$ cat src/rtl/alarm_pkg.sv
// Shared types and helpers for the alarm / chime controller.
package alarm_pkg;

  typedef enum logic [1:0] {
    ST_IDLE   = 2'd0,
    ST_CHIME  = 2'd1,
    ST_RING   = 2'd2,
    ST_SNOOZE = 2'd3
  } state_t;

  // BCD field widths for HH:MM:SS
  localparam int HH_W = 2;
  localparam int HL_W = 4;
  localparam int MH_W = 3;
  localparam int ML_W = 4;
  localparam int SH_W = 3;
  localparam int SL_W = 4;

  // True when HH:MM is a legal 24-hour BCD time (00:00 .. 23:59)
  function automatic logic hhmm_valid(input logic [HH_W-1:0] hh,
                                      input logic [HL_W-1:0] hl,
                                      input logic [MH_W-1:0] mh,
                                      input logic [ML_W-1:0] ml);
    hhmm_valid = (hl <= 4'd9) && (ml <= 4'd9) && (mh <= 3'd5) &&
                 (hh <= 2'd2) && !((hh == 2'd2) && (hl > 4'd3));
  endfunction

endpackage

$ cat src/rtl/beep_pattern_gen.sv
// Rhythmic buzzer drive: bursts of a 500 Hz tone aligned to the second.
module beep_pattern_gen import alarm_pkg::*; #(
  parameter int BEEPS_PER_SEC = 3,
  parameter int BEEP_MS       = 100
) (
  input  logic clk_1khz,
  input  logic switch_clr,
  input  logic tick_1hz,
  input  logic enable,
  output logic beep
);

  localparam int PAT_END = 2 * BEEP_MS * BEEPS_PER_SEC;

  logic [9:0] ms_cnt;
  logic       tone;
  logic       pattern;

  // Millisecond counter, realigned to 0 on every second strobe
  always_ff @(posedge clk_1khz or negedge switch_clr) begin
    if (!switch_clr)            ms_cnt <= '0;
    else if (tick_1hz)          ms_cnt <= '0;
    else if (ms_cnt == 10'd999) ms_cnt <= '0;
    else                        ms_cnt <= ms_cnt + 10'd1;
  end

  // Burst window: even-numbered BEEP_MS slots inside the burst region
  always_comb begin
    pattern = (int'(ms_cnt) < PAT_END) && (((int'(ms_cnt) / BEEP_MS) % 2) == 0);
  end

  // 500 Hz carrier and registered buzzer output
  always_ff @(posedge clk_1khz or negedge switch_clr) begin
    if (!switch_clr) begin
      tone <= 1'b0;
      beep <= 1'b0;
    end else begin
      tone <= ~tone;
      beep <= pattern & tone & enable;
    end
  end

endmodule

$ cat src/rtl/alarm_chime_ctrl.sv
// Alarm and hourly chime controller: N programmable HH:MM alarms,
// snooze handling, missed-alarm flags and buzzer pattern.
//
// state   | meaning
// --------+-------------------------------------------------
// IDLE    | quiet, watching for alarm or chime matches
// CHIME   | hourly chime sounding for CHIME_SEC seconds
// RING    | alarm active_idx ringing, timeout after RING_SEC
// SNOOZE  | alarm active_idx silenced for SNOOZE_SEC seconds
module alarm_chime_ctrl import alarm_pkg::*; #(
  parameter int N_ALARMS      = 4,
  parameter int RING_SEC      = 60,
  parameter int SNOOZE_SEC    = 300,
  parameter int MAX_SNOOZE    = 3,
  parameter int CHIME_SEC     = 5,
  parameter int BEEPS_PER_SEC = 3,
  parameter int BEEP_MS       = 100,
  parameter int IW            = (N_ALARMS > 1) ? $clog2(N_ALARMS) : 1
) (
  input  logic                clk_1khz,
  input  logic                switch_clr,
  input  logic                tick_1hz,
  input  logic [HH_W-1:0]     cur_hh,
  input  logic [HL_W-1:0]     cur_hl,
  input  logic [MH_W-1:0]     cur_mh,
  input  logic [ML_W-1:0]     cur_ml,
  input  logic [SH_W-1:0]     cur_sh,
  input  logic [SL_W-1:0]     cur_sl,
  input  logic                chime_en,
  input  logic                debug_force,
  input  logic                btn_ack_raw,
  input  logic                btn_snooze_raw,
  input  logic                wr_en,
  input  logic [IW-1:0]       wr_idx,
  input  logic                wr_enable,
  input  logic [HH_W-1:0]     wr_hh,
  input  logic [HL_W-1:0]     wr_hl,
  input  logic [MH_W-1:0]     wr_mh,
  input  logic [ML_W-1:0]     wr_ml,
  output logic                wr_err,
  output logic                beep,
  output logic [1:0]          state,
  output logic [IW-1:0]       active_idx,
  output logic [N_ALARMS-1:0] missed
);

  localparam int TMR_MAX = (RING_SEC > CHIME_SEC) ? RING_SEC : CHIME_SEC;
  localparam int TW      = $clog2(TMR_MAX + 1);
  localparam int SW      = $clog2(SNOOZE_SEC + 1);
  localparam int CW      = (MAX_SNOOZE > 0) ? $clog2(MAX_SNOOZE + 1) : 1;

  state_t              state_q, state_nxt;
  logic [TW-1:0]       ring_tmr;
  logic [SW-1:0]       snz_tmr;
  logic [CW-1:0]       snz_cnt;

  logic                al_en [N_ALARMS];
  logic [HH_W-1:0]     al_hh [N_ALARMS];
  logic [HL_W-1:0]     al_hl [N_ALARMS];
  logic [MH_W-1:0]     al_mh [N_ALARMS];
  logic [ML_W-1:0]     al_ml [N_ALARMS];

  logic                ack_s1, ack_s2, ack_prev, snz_s1, snz_s2, snz_prev;
  logic                ack_evt, snz_evt;
  logic                wr_ok, wr_acc, dis_active;
  logic [N_ALARMS-1:0] match, set_mask, clr_mask;
  logic [IW-1:0]       win_idx;
  logic                any_match, chime_match;
  logic                new_ring, ld_ring, ld_chime, ld_snooze, timeout;
  logic                beep_en;

  // Button synchronisers with rising-edge detect
  always_ff @(posedge clk_1khz or negedge switch_clr) begin
    if (!switch_clr) begin
      {ack_s1, ack_s2, ack_prev} <= '0;
      {snz_s1, snz_s2, snz_prev} <= '0;
    end else begin
      ack_s1   <= btn_ack_raw;
      ack_s2   <= ack_s1;
      ack_prev <= ack_s2;
      snz_s1   <= btn_snooze_raw;
      snz_s2   <= snz_s1;
      snz_prev <= snz_s2;
    end
  end

  assign ack_evt = ack_s2 & ~ack_prev;
  assign snz_evt = snz_s2 & ~snz_prev;

  assign wr_ok      = hhmm_valid(wr_hh, wr_hl, wr_mh, wr_ml) && (int'(wr_idx) < N_ALARMS);
  assign wr_acc     = wr_en & wr_ok;
  assign dis_active = wr_acc && (wr_idx == active_idx) && !wr_enable;

  // Per-channel alarm compare against the running time
  always_comb begin
    match = '0;
    for (int i = 0; i < N_ALARMS; i++)
      match[i] = tick_1hz && al_en[i] &&
                 (al_hh[i] == cur_hh) && (al_hl[i] == cur_hl) &&
                 (al_mh[i] == cur_mh) && (al_ml[i] == cur_ml) &&
                 (cur_sh == '0) && (cur_sl == '0);
  end

  // Lowest matching channel wins
  always_comb begin
    win_idx = '0;
    for (int i = N_ALARMS - 1; i >= 0; i--)
      if (match[i]) win_idx = IW'(i);
  end

  assign any_match   = |match;
  assign chime_match = tick_1hz && chime_en && (cur_mh == '0) && (cur_ml == '0) &&
                       (cur_sh == '0) && (cur_sl == '0);

  // FSM state register
  always_ff @(posedge clk_1khz or negedge switch_clr) begin
    if (!switch_clr) state_q <= ST_IDLE;
    else             state_q <= state_nxt;
  end

  // FSM next-state and load controls
  always_comb begin
    state_nxt = state_q;
    new_ring  = 1'b0;
    ld_ring   = 1'b0;
    ld_chime  = 1'b0;
    ld_snooze = 1'b0;
    timeout   = 1'b0;
    case (state_q)
      ST_IDLE, ST_CHIME: begin
        if (any_match) begin
          state_nxt = ST_RING;
          new_ring  = 1'b1;
          ld_ring   = 1'b1;
        end else if (state_q == ST_IDLE && chime_match) begin
          state_nxt = ST_CHIME;
          ld_chime  = 1'b1;
        end else if (state_q == ST_CHIME && tick_1hz && ring_tmr <= TW'(1)) begin
          state_nxt = ST_IDLE;
        end
      end
      ST_RING: begin
        if (dis_active || ack_evt) begin
          state_nxt = ST_IDLE;
        end else if (snz_evt) begin
          if (int'(snz_cnt) < MAX_SNOOZE) begin
            state_nxt = ST_SNOOZE;
            ld_snooze = 1'b1;
          end else begin
            state_nxt = ST_IDLE;
          end
        end else if (tick_1hz && ring_tmr <= TW'(1)) begin
          state_nxt = ST_IDLE;
          timeout   = 1'b1;
        end
      end
      ST_SNOOZE: begin
        if (dis_active || ack_evt) begin
          state_nxt = ST_IDLE;
        end else if (tick_1hz && snz_tmr <= SW'(1)) begin
          state_nxt = ST_RING;
          ld_ring   = 1'b1;
        end
      end
      default: state_nxt = ST_IDLE;
    endcase
  end

  // FSM outputs
  always_comb begin
    state   = state_q;
    beep_en = (state_q == ST_CHIME) || (state_q == ST_RING) || debug_force;
  end

  // Second-based down-counters, ringing channel and snooze count
  always_ff @(posedge clk_1khz or negedge switch_clr) begin
    if (!switch_clr) begin
      ring_tmr   <= '0;
      snz_tmr    <= '0;
      snz_cnt    <= '0;
      active_idx <= '0;
    end else begin
      if (ld_ring)       ring_tmr <= TW'(RING_SEC);
      else if (ld_chime) ring_tmr <= TW'(CHIME_SEC);
      else if (tick_1hz && ring_tmr != '0 &&
               (state_q == ST_CHIME || state_q == ST_RING))
        ring_tmr <= ring_tmr - TW'(1);

      if (ld_snooze) snz_tmr <= SW'(SNOOZE_SEC);
      else if (tick_1hz && snz_tmr != '0 && state_q == ST_SNOOZE)
        snz_tmr <= snz_tmr - SW'(1);

      if (new_ring) begin
        active_idx <= win_idx;
        snz_cnt    <= '0;
      end else if (ld_snooze) begin
        snz_cnt <= snz_cnt + CW'(1);
      end
    end
  end

  // Missed flags: unserviced matches and ring timeouts set, accepted writes clear
  always_comb begin
    if (state_q == ST_RING || state_q == ST_SNOOZE)
      set_mask = match & ~(N_ALARMS'(1) << active_idx);
    else
      set_mask = match & ~(N_ALARMS'(1) << win_idx);
    if (timeout) set_mask = set_mask | (N_ALARMS'(1) << active_idx);
    clr_mask = '0;
    if (wr_acc) clr_mask = N_ALARMS'(1) << wr_idx;
  end

  // Alarm register file, write error pulse and missed flags
  always_ff @(posedge clk_1khz or negedge switch_clr) begin
    if (!switch_clr) begin
      for (int i = 0; i < N_ALARMS; i++) begin
        al_en[i] <= 1'b0;
        al_hh[i] <= '0;
        al_hl[i] <= '0;
        al_mh[i] <= '0;
        al_ml[i] <= '0;
      end
      wr_err <= 1'b0;
      missed <= '0;
    end else begin
      wr_err <= wr_en && !wr_ok;
      for (int i = 0; i < N_ALARMS; i++) begin
        if (wr_acc && wr_idx == IW'(i)) begin
          al_en[i] <= wr_enable;
          al_hh[i] <= wr_hh;
          al_hl[i] <= wr_hl;
          al_mh[i] <= wr_mh;
          al_ml[i] <= wr_ml;
        end
      end
      missed <= (missed & ~clr_mask) | set_mask;
    end
  end

  beep_pattern_gen #(
    .BEEPS_PER_SEC (BEEPS_PER_SEC),
    .BEEP_MS       (BEEP_MS)
  ) u_beep (
    .clk_1khz   (clk_1khz),
    .switch_clr (switch_clr),
    .tick_1hz   (tick_1hz),
    .enable     (beep_en),
    .beep       (beep)
  );

endmodule

$ cat config.mk
export PLATFORM = sky130hd
export DESIGN_NAME = alarm_chime_ctrl
export DESIGN_NICKNAME = d
export VERILOG_FILES = /design/src/rtl/alarm_pkg.sv /design/src/rtl/beep_pattern_gen.sv /design/src/rtl/alarm_chime_ctrl.sv
export SDC_FILE = /design/constraint.sdc
export NUM_CORES = 1
export LEC_CHECK = 0
export ABC_AREA = 1
export CAP_MARGIN = 20
export CORE_MARGIN = 3
export CORE_UTILIZATION = 40
export DETAILED_ROUTE_END_ITERATION = 12
export MAX_ROUTING_LAYER = met4
export PLACE_DENSITY = 0.57
export SLEW_MARGIN = 20
export SYNTH_ARGS = -nofsm -noshare
export SYNTH_HDL_FRONTEND = slang
export SYNTH_HIERARCHICAL = 1
export SYNTH_SLANG_ARGS = --single-unit
$ cat constraint.sdc
create_clock -name clk_1khz -period 4.47 [get_ports clk_1khz]
set_input_delay 0.894 -clock clk_1khz [delete_from_list [all_inputs] [get_ports clk_1khz]]
set_output_delay 0.894 -clock clk_1khz [all_outputs]
set_load 0.01 [all_outputs]
# After elaboration in Yosys (flattened, before gate mapping)
# Cells that the tools add are included.
[totals]
reg_bits = 100
input_bits = 44
out_inout_bits = 10
elab_cells = 217
[classes]
add_sub_neg = 4
n_div = 1
n_lt_le_gt_ge = 9
eq_ne = 28
shift = 3
n_mux = 42
bitwise = 17
n_reduce_logical = 77
[op_table]
columns = ["operator", "count"]
rows = [
  ["$logic_and 1x1->1", 55],
  ["$div 11x8->32 const B", 1],
  ["$eq 4x4->1", 8],
  ["$logic_not 32->1", 1],
  ["$mux 2", 15],
  ["$mux 10", 2],
  ["$mux 6", 3],
  ["$mux 9", 2],
  ["$mux 1", 15],
  ["$and 4x4->4", 3],
  ["$eq 3x3->1", 4],
  ["$mux 4", 3],
  ["$not 4->4", 3],
  ["$shl 1x2->4 const A", 3],
  ["$add 10x1->10 const B", 1],
  ["$eq 10x10->1 const B", 1],
  ["$eq 2x2->1", 5],
  ["$eq 2x2->1 const B", 5],
  ["$lt 10x10->1 const B", 1],
  ["$le 9x1->1 const B", 1],
  ["$reduce_bool 9->1", 1],
  ["$sub 9x1->9 const B", 1],
  ["$le 4x4->1 const B", 2],
  ["$logic_not 4->1", 2],
  ["other kinds (25)", 43],
]

# Depth between registers and ports, before layout
[logic_depth]
depth_word = 18
depth_mapped = 19
mapped_depth_nobuf = 18

# Cells and area by module
# Netlist, hierarchy kept.
[by_module_without_submodules]
columns = ["mod", "instances", "cells_each", "area_each_um2"]
rows = [
  ["alarm_chime_ctrl", 1, 835, 5505.3],
  ["beep_pattern_gen", 1, 143, 1009.7],
]

# Worst setup path after synthesis
# No wires, ideal clock.
[synth_path]
path_kind = "input -> register"
start = "input port cur_mh[1]"
end = "register ring_tmr[3]"
setup_time_ns = 0.118
arrival_ns = 2.018
t_required_ns = 4.352
setup_slack_ns = 2.334
cell_stages = 15
path_buffers = 1
cell_sequence = "buf_4 > inv_2 > nand2_1 > nand2_1 > nor2_1 > nand2_1 > nor2_2 > nand2_2 > nand2_4 > o21ai_4 > nand2_4 > nand2_4 > nand3_2 > nand2_1 > nand2_1"
[synth_between]
elab_chain_len = 11
elab_cells_between_ends = 35
[synth_lines]
columns = ["element", "line_no", "text"]
rows = [
  ["start: declaration", "alarm_chime_ctrl.sv:25", "input logic [MH_W-1:0] cur_mh,"],
  ["parallel branches: the longest is 11 deep, another holds $reduce_or 4->1", "n/a", ""],
  ["end signal: assignment", "alarm_chime_ctrl.sv:183", "if (ld_ring) ring_tmr <= TW'(RING_SEC);"],
  ["end signal: assignment", "alarm_chime_ctrl.sv:184", "else if (ld_chime) ring_tmr <= TW'(CHIME_SEC);"],
  ["end signal: assignment", "alarm_chime_ctrl.sv:187", "ring_tmr <= ring_tmr - TW'(1);"],
  ["end: declaration", "alarm_chime_ctrl.sv:53", "logic [TW-1:0] ring_tmr;"],
]
# Parallel ways; which one is timed is not known.
# A chain may end at the register's enable or synchronous reset.

# Final worst setup path
[layout_path]
start = "input port wr_ml[1]"
end = "register missed[1]"
[layout_between]
elab_chain_len = 13
elab_cells_between_ends = 16
[layout_lines]
columns = ["element", "line_no", "text"]
rows = [
  ["start: declaration", "alarm_chime_ctrl.sv:39", "input logic [ML_W-1:0] wr_ml,"],
  ["$le 4x4->1 *", "alarm_pkg.sv:24", "hhmm_valid = (hl <= 4'd9) && (ml <= 4'd9) && (mh <= 3'd5) &&"],
  ["$logic_and 1x1->1 * (3 in series)", "alarm_pkg.sv:24", ""],
  ["$logic_and 1x1->1 *", "alarm_pkg.sv:25", "(hh <= 2'd2) && !((hh == 2'd2) && (hl > 4'd3));"],
  ["$and 1x1->1 *", "alarm_chime_ctrl.sv:91", "assign wr_acc = wr_en & wr_ok;"],
  ["$logic_and 1x1->1 (2 in series)", "alarm_chime_ctrl.sv:92", "assign dis_active = wr_acc && (wr_idx == active_idx) && !wr_enable;"],
  ["$logic_or 1x1->1", "alarm_chime_ctrl.sv:143", "if (dis_active || ack_evt) begin"],
  ["$mux 1", "alarm_chime_ctrl.sv:143", ""],
  ["$mux 1", "alarm_chime_ctrl.sv:129", "case (state_q)"],
  ["$mux 4", "alarm_chime_ctrl.sv:208", "if (timeout) set_mask = set_mask | (N_ALARMS'(1) << active_idx);"],
  ["$or 4x4->4 *", "alarm_chime_ctrl.sv:236", "missed <= (missed & ~clr_mask) | set_mask;"],
  ["end signal: assignment", "alarm_chime_ctrl.sv:236", ""],
  ["end: declaration", "alarm_chime_ctrl.sv:44", "output logic [N_ALARMS-1:0] missed"],
]
# Mark *: on every way between the ends. The rest lies on a longest branch, timed or not.

==> results.yml <==
outcome:
  status: "complete, no violations"
timing:
  finalHoldViolations: 0
  fin_tns_setup_ns: 0
  fin_crit_ns: 2.81
  drv_slew: 0
  setup_viol: 0
  fmax_mhz: 355
  skew_ns: 0.0113
  rsz0062_at_grt: "false"
  fin_hold_ws_ns: 0.352
  max_slew_margin: 0.562
  setup_ws_ns: 1.66
  fin_crit_sh: 0.630
  worstMarginPinSlew_ns: 0.657
power_and_ir_drop:
  clkPwrFrac: 0.265
  power.leakage_nw: 3.93
  power_frac_comb: 0.324
  switching_share: 0.371
  p_int_mw: 1.99
  finalPower_mw: 3.16
  p_sw_mw: 1.17
  ir_worst_vdd_uv: 271
  power.density_mw_per_mm2: 416
  seqPwrFrac: 0.411
clock_tree:
  htree_levels: 3
  clk_pin_slew_ns: 0.07
  cts-resized-gates: 0
  hold_buffers: 0
  cts-root-buf: "clkbuf_16"
  clk_path_buf_depth: 2
  cts_sinks: 100
  clk_latency_ns: 0.36
  cts_buffers: 9
  cts_tree: "done"
  cts_setup_buffers: 0
drt:
  drtIter0Drc: 364
  viasPerCell: 4.87
  highest-signal-layer: "met4"
  dr.pass1.iters: 5
  vias: 6103
  met1_length_um: 8980
  routedWlPerCell_um: 14.5
  ant_nets: 0
  met3_wirelength_um: 772
  routed-wl-met2_um: 7920
  wl_um: 18200
  drc: 0
floorplan:
  row_count: 46
  initial_core_util: 0.410
  dieHeight_um: 134
  die_area_mm2: 0.0179
  die_w_um: 134
  core_area_mm2: 0.0159
  ios: 54
layout:
  area_delta_synth_final_pct: 16.6
  finalNonFillerCells: 1254
  nNetsFinal: 1089
  drive_gt1_frac: 0.0819
  antenna_cells: 0
placed_design:
  dp_slack_ns: 1.30
  gp_congestion: 0.981
  dp.cells: 1238
  hpwl_um: 14400
  io_buffers: 53
global_route:
  grt_max_degree: 53
  first_global_vias: 5875
  grt_pass1_wl_um: 30400
  antenna_found_initial: 0
  grt_usage: 0.221
  global_route.overflow_total: 0
worst_setup_path:
  required_ns: 4.71
  cp_max_fo: 21
  cp.arrival_ns: 3.06
  critPathKind: "in2reg"
  worstSetupEndpointType: "register"
  start_kind: "input pin"
logic_synthesis:
  yosys.cell_types.count: 43
  syn_inst: 978
  synth.yosys.seq_area_share: 0.384
  ys_seq_elements: 100
  syn_avg_cell_area_um2: 6.66
  ys_warn_count: 6
  synth_fp_nets: 1034
  synthesis.area_mm2: 0.00651
job:
  max_cap_violations: 0
min_path:
  hold_path_class: "reg2reg"
Yosys cell counts (all sizes together):
master / n / share of area
clkinv: 2 / 0.0019
nand4: 20 / 0.019
o22ai: 2 / 0.0019
or2: 3 / 0.0029
a21o: 1 / 0.0012
and2: 2 / 0.0019
inv: 134 / 0.077
nor3b: 2 / 0.0023
nor3: 14 / 0.012
a21boi: 1 / 0.0012
a22oi: 2 / 0.0023
o211ai: 1 / 0.0012
o21ai: 88 / 0.071
clkbuf: 5 / 0.0031
a211oi: 1 / 0.0012
dfrtp: 100 / 0.38
nand2: 371 / 0.23
nor2: 129 / 0.083
and3: 1 / 0.00096
a31oi: 7 / 0.0067
o311ai: 1 / 0.0013
xor2: 7 / 0.0094
nand3: 41 / 0.036
nor4: 4 / 0.0038
ha: 12 / 0.023
buf: 10 / 0.0098
a21oi: 17 / 0.014
area by class of cell:
| cell class | count | area [um^2] |
|---|---|---|
| flip-flops and latches | 100 | 2500 |
| repair buffers | 59 | 573 |
| clock inverters | 5 | 66.3 |
| well taps | 216 | 270 |
| clock buffers | 11 | 253 |
| multi-input cells | 727 | 3410 |
| fillers | 1685 | 8290 |
| inverters | 136 | 515 |
critical path, stage by stage:
cell and delay, ns:
clkdlybuf4s50_1 0.53, o21ai_1 0.28, nand3_1 0.14, a21oi_2 0.20, nand2_1 0.15, nor3_2 0.14, buf_4 0.27, inv_1 0.20
a22oi_1 0.20, nand2_1 0.06
placed cells by master, fill, tap and decap left out, types with 2 or more instances in the layout:
| master | count |
|---|---|
| xor2_1 | 7 |
| inv_2 | 17 |
| inv_1 | 117 |
| dfrtp_1 | 100 |
| nor2_4 | 5 |
| a31oi_1 | 7 |
| inv_6 | 2 |
| nor3_2 | 2 |
| nor2_1 | 117 |
| nand4_1 | 20 |
| o21ai_4 | 2 |
| nand2_1 | 350 |
| nor3_1 | 12 |
| clkbuf_8 | 2 |
| ha_1 | 12 |
| a21oi_1 | 16 |
| o21ai_1 | 17 |
| nor4_1 | 4 |
| and2_1 | 2 |
| clkbuf_16 | 9 |
| nor2_2 | 7 |
| clkdlybuf4s50_1 | 52 |
| nand2_4 | 8 |
| nor3b_1 | 2 |
| or2_2 | 2 |
| nand3_2 | 3 |
| nand2_2 | 13 |
| a22oi_1 | 2 |
| o22ai_1 | 2 |
| buf_4 | 7 |
| o21ai_0 | 69 |
| nand3_1 | 37 |
final timing paths:
kind                                     to             start  cells after the start  slack, ns
setup / recovery                  missed[1]          wr_ml[1]                     10       1.66
hold / removal                       ack_s2            ack_s1                      0       0.35
setup reg to reg                u_beep/beep  u_beep/ms_cnt[8]                     14       2.11
hold reg to reg                      ack_s2            ack_s1                      0       0.35
max in group asynchronous          al_hl[9]        switch_clr                      2       3.07
min in group asynchronous  u_beep/ms_cnt[3]        switch_clr                      1       0.55
flip-flops by register name, indices dropped and copies added (netlist names), 2 cells and up:
signal,flops
snz_cnt,2
u_beep/ms_cnt,10
ring_tmr,6
al_hh,8
al_ml,16
active_idx,2
al_mh,12
missed,4
al_en,4
snz_tmr,9
al_hl,16
state,2
metal layers:
metal	global-route usage	vias to the layer above
met3	0.0389	27
met5	-	-
met4	0.0743	0
met2	0.326	111
li1	-	3173
met1	0.308	2792
per-stage QoR:
step / utilization / cell area (um^2)
after floorplan: - / 6520
after detailed placement: 0.458 / 7270
after CTS: 0.478 / 7590
after global placement: 0.458 / 7270
final: 0.478 / 7590
after global routing: 0.478 / 7590
power groups by stage:
stage          Clock, mW  Combinational (mW)  Sequential (mW)
2_1_floorplan          0               0.734             1.26
3_3_place_gp           0                1.02             1.31
3_5_place_dp           0                1.03             1.31
4_1_cts            0.861                1.03             1.30
5_1_grt            0.897                1.19             1.33
6_report           0.838                1.02             1.30
cells by family after synthesis:
kind of cell	synth area share
flops	0.384
xor+xnor	0.00941
buf+inv	0.0920
compound gates	0.102
simple gates	0.390
fa+ha+maj	0.0230
(Power assumes the default switching activity.)
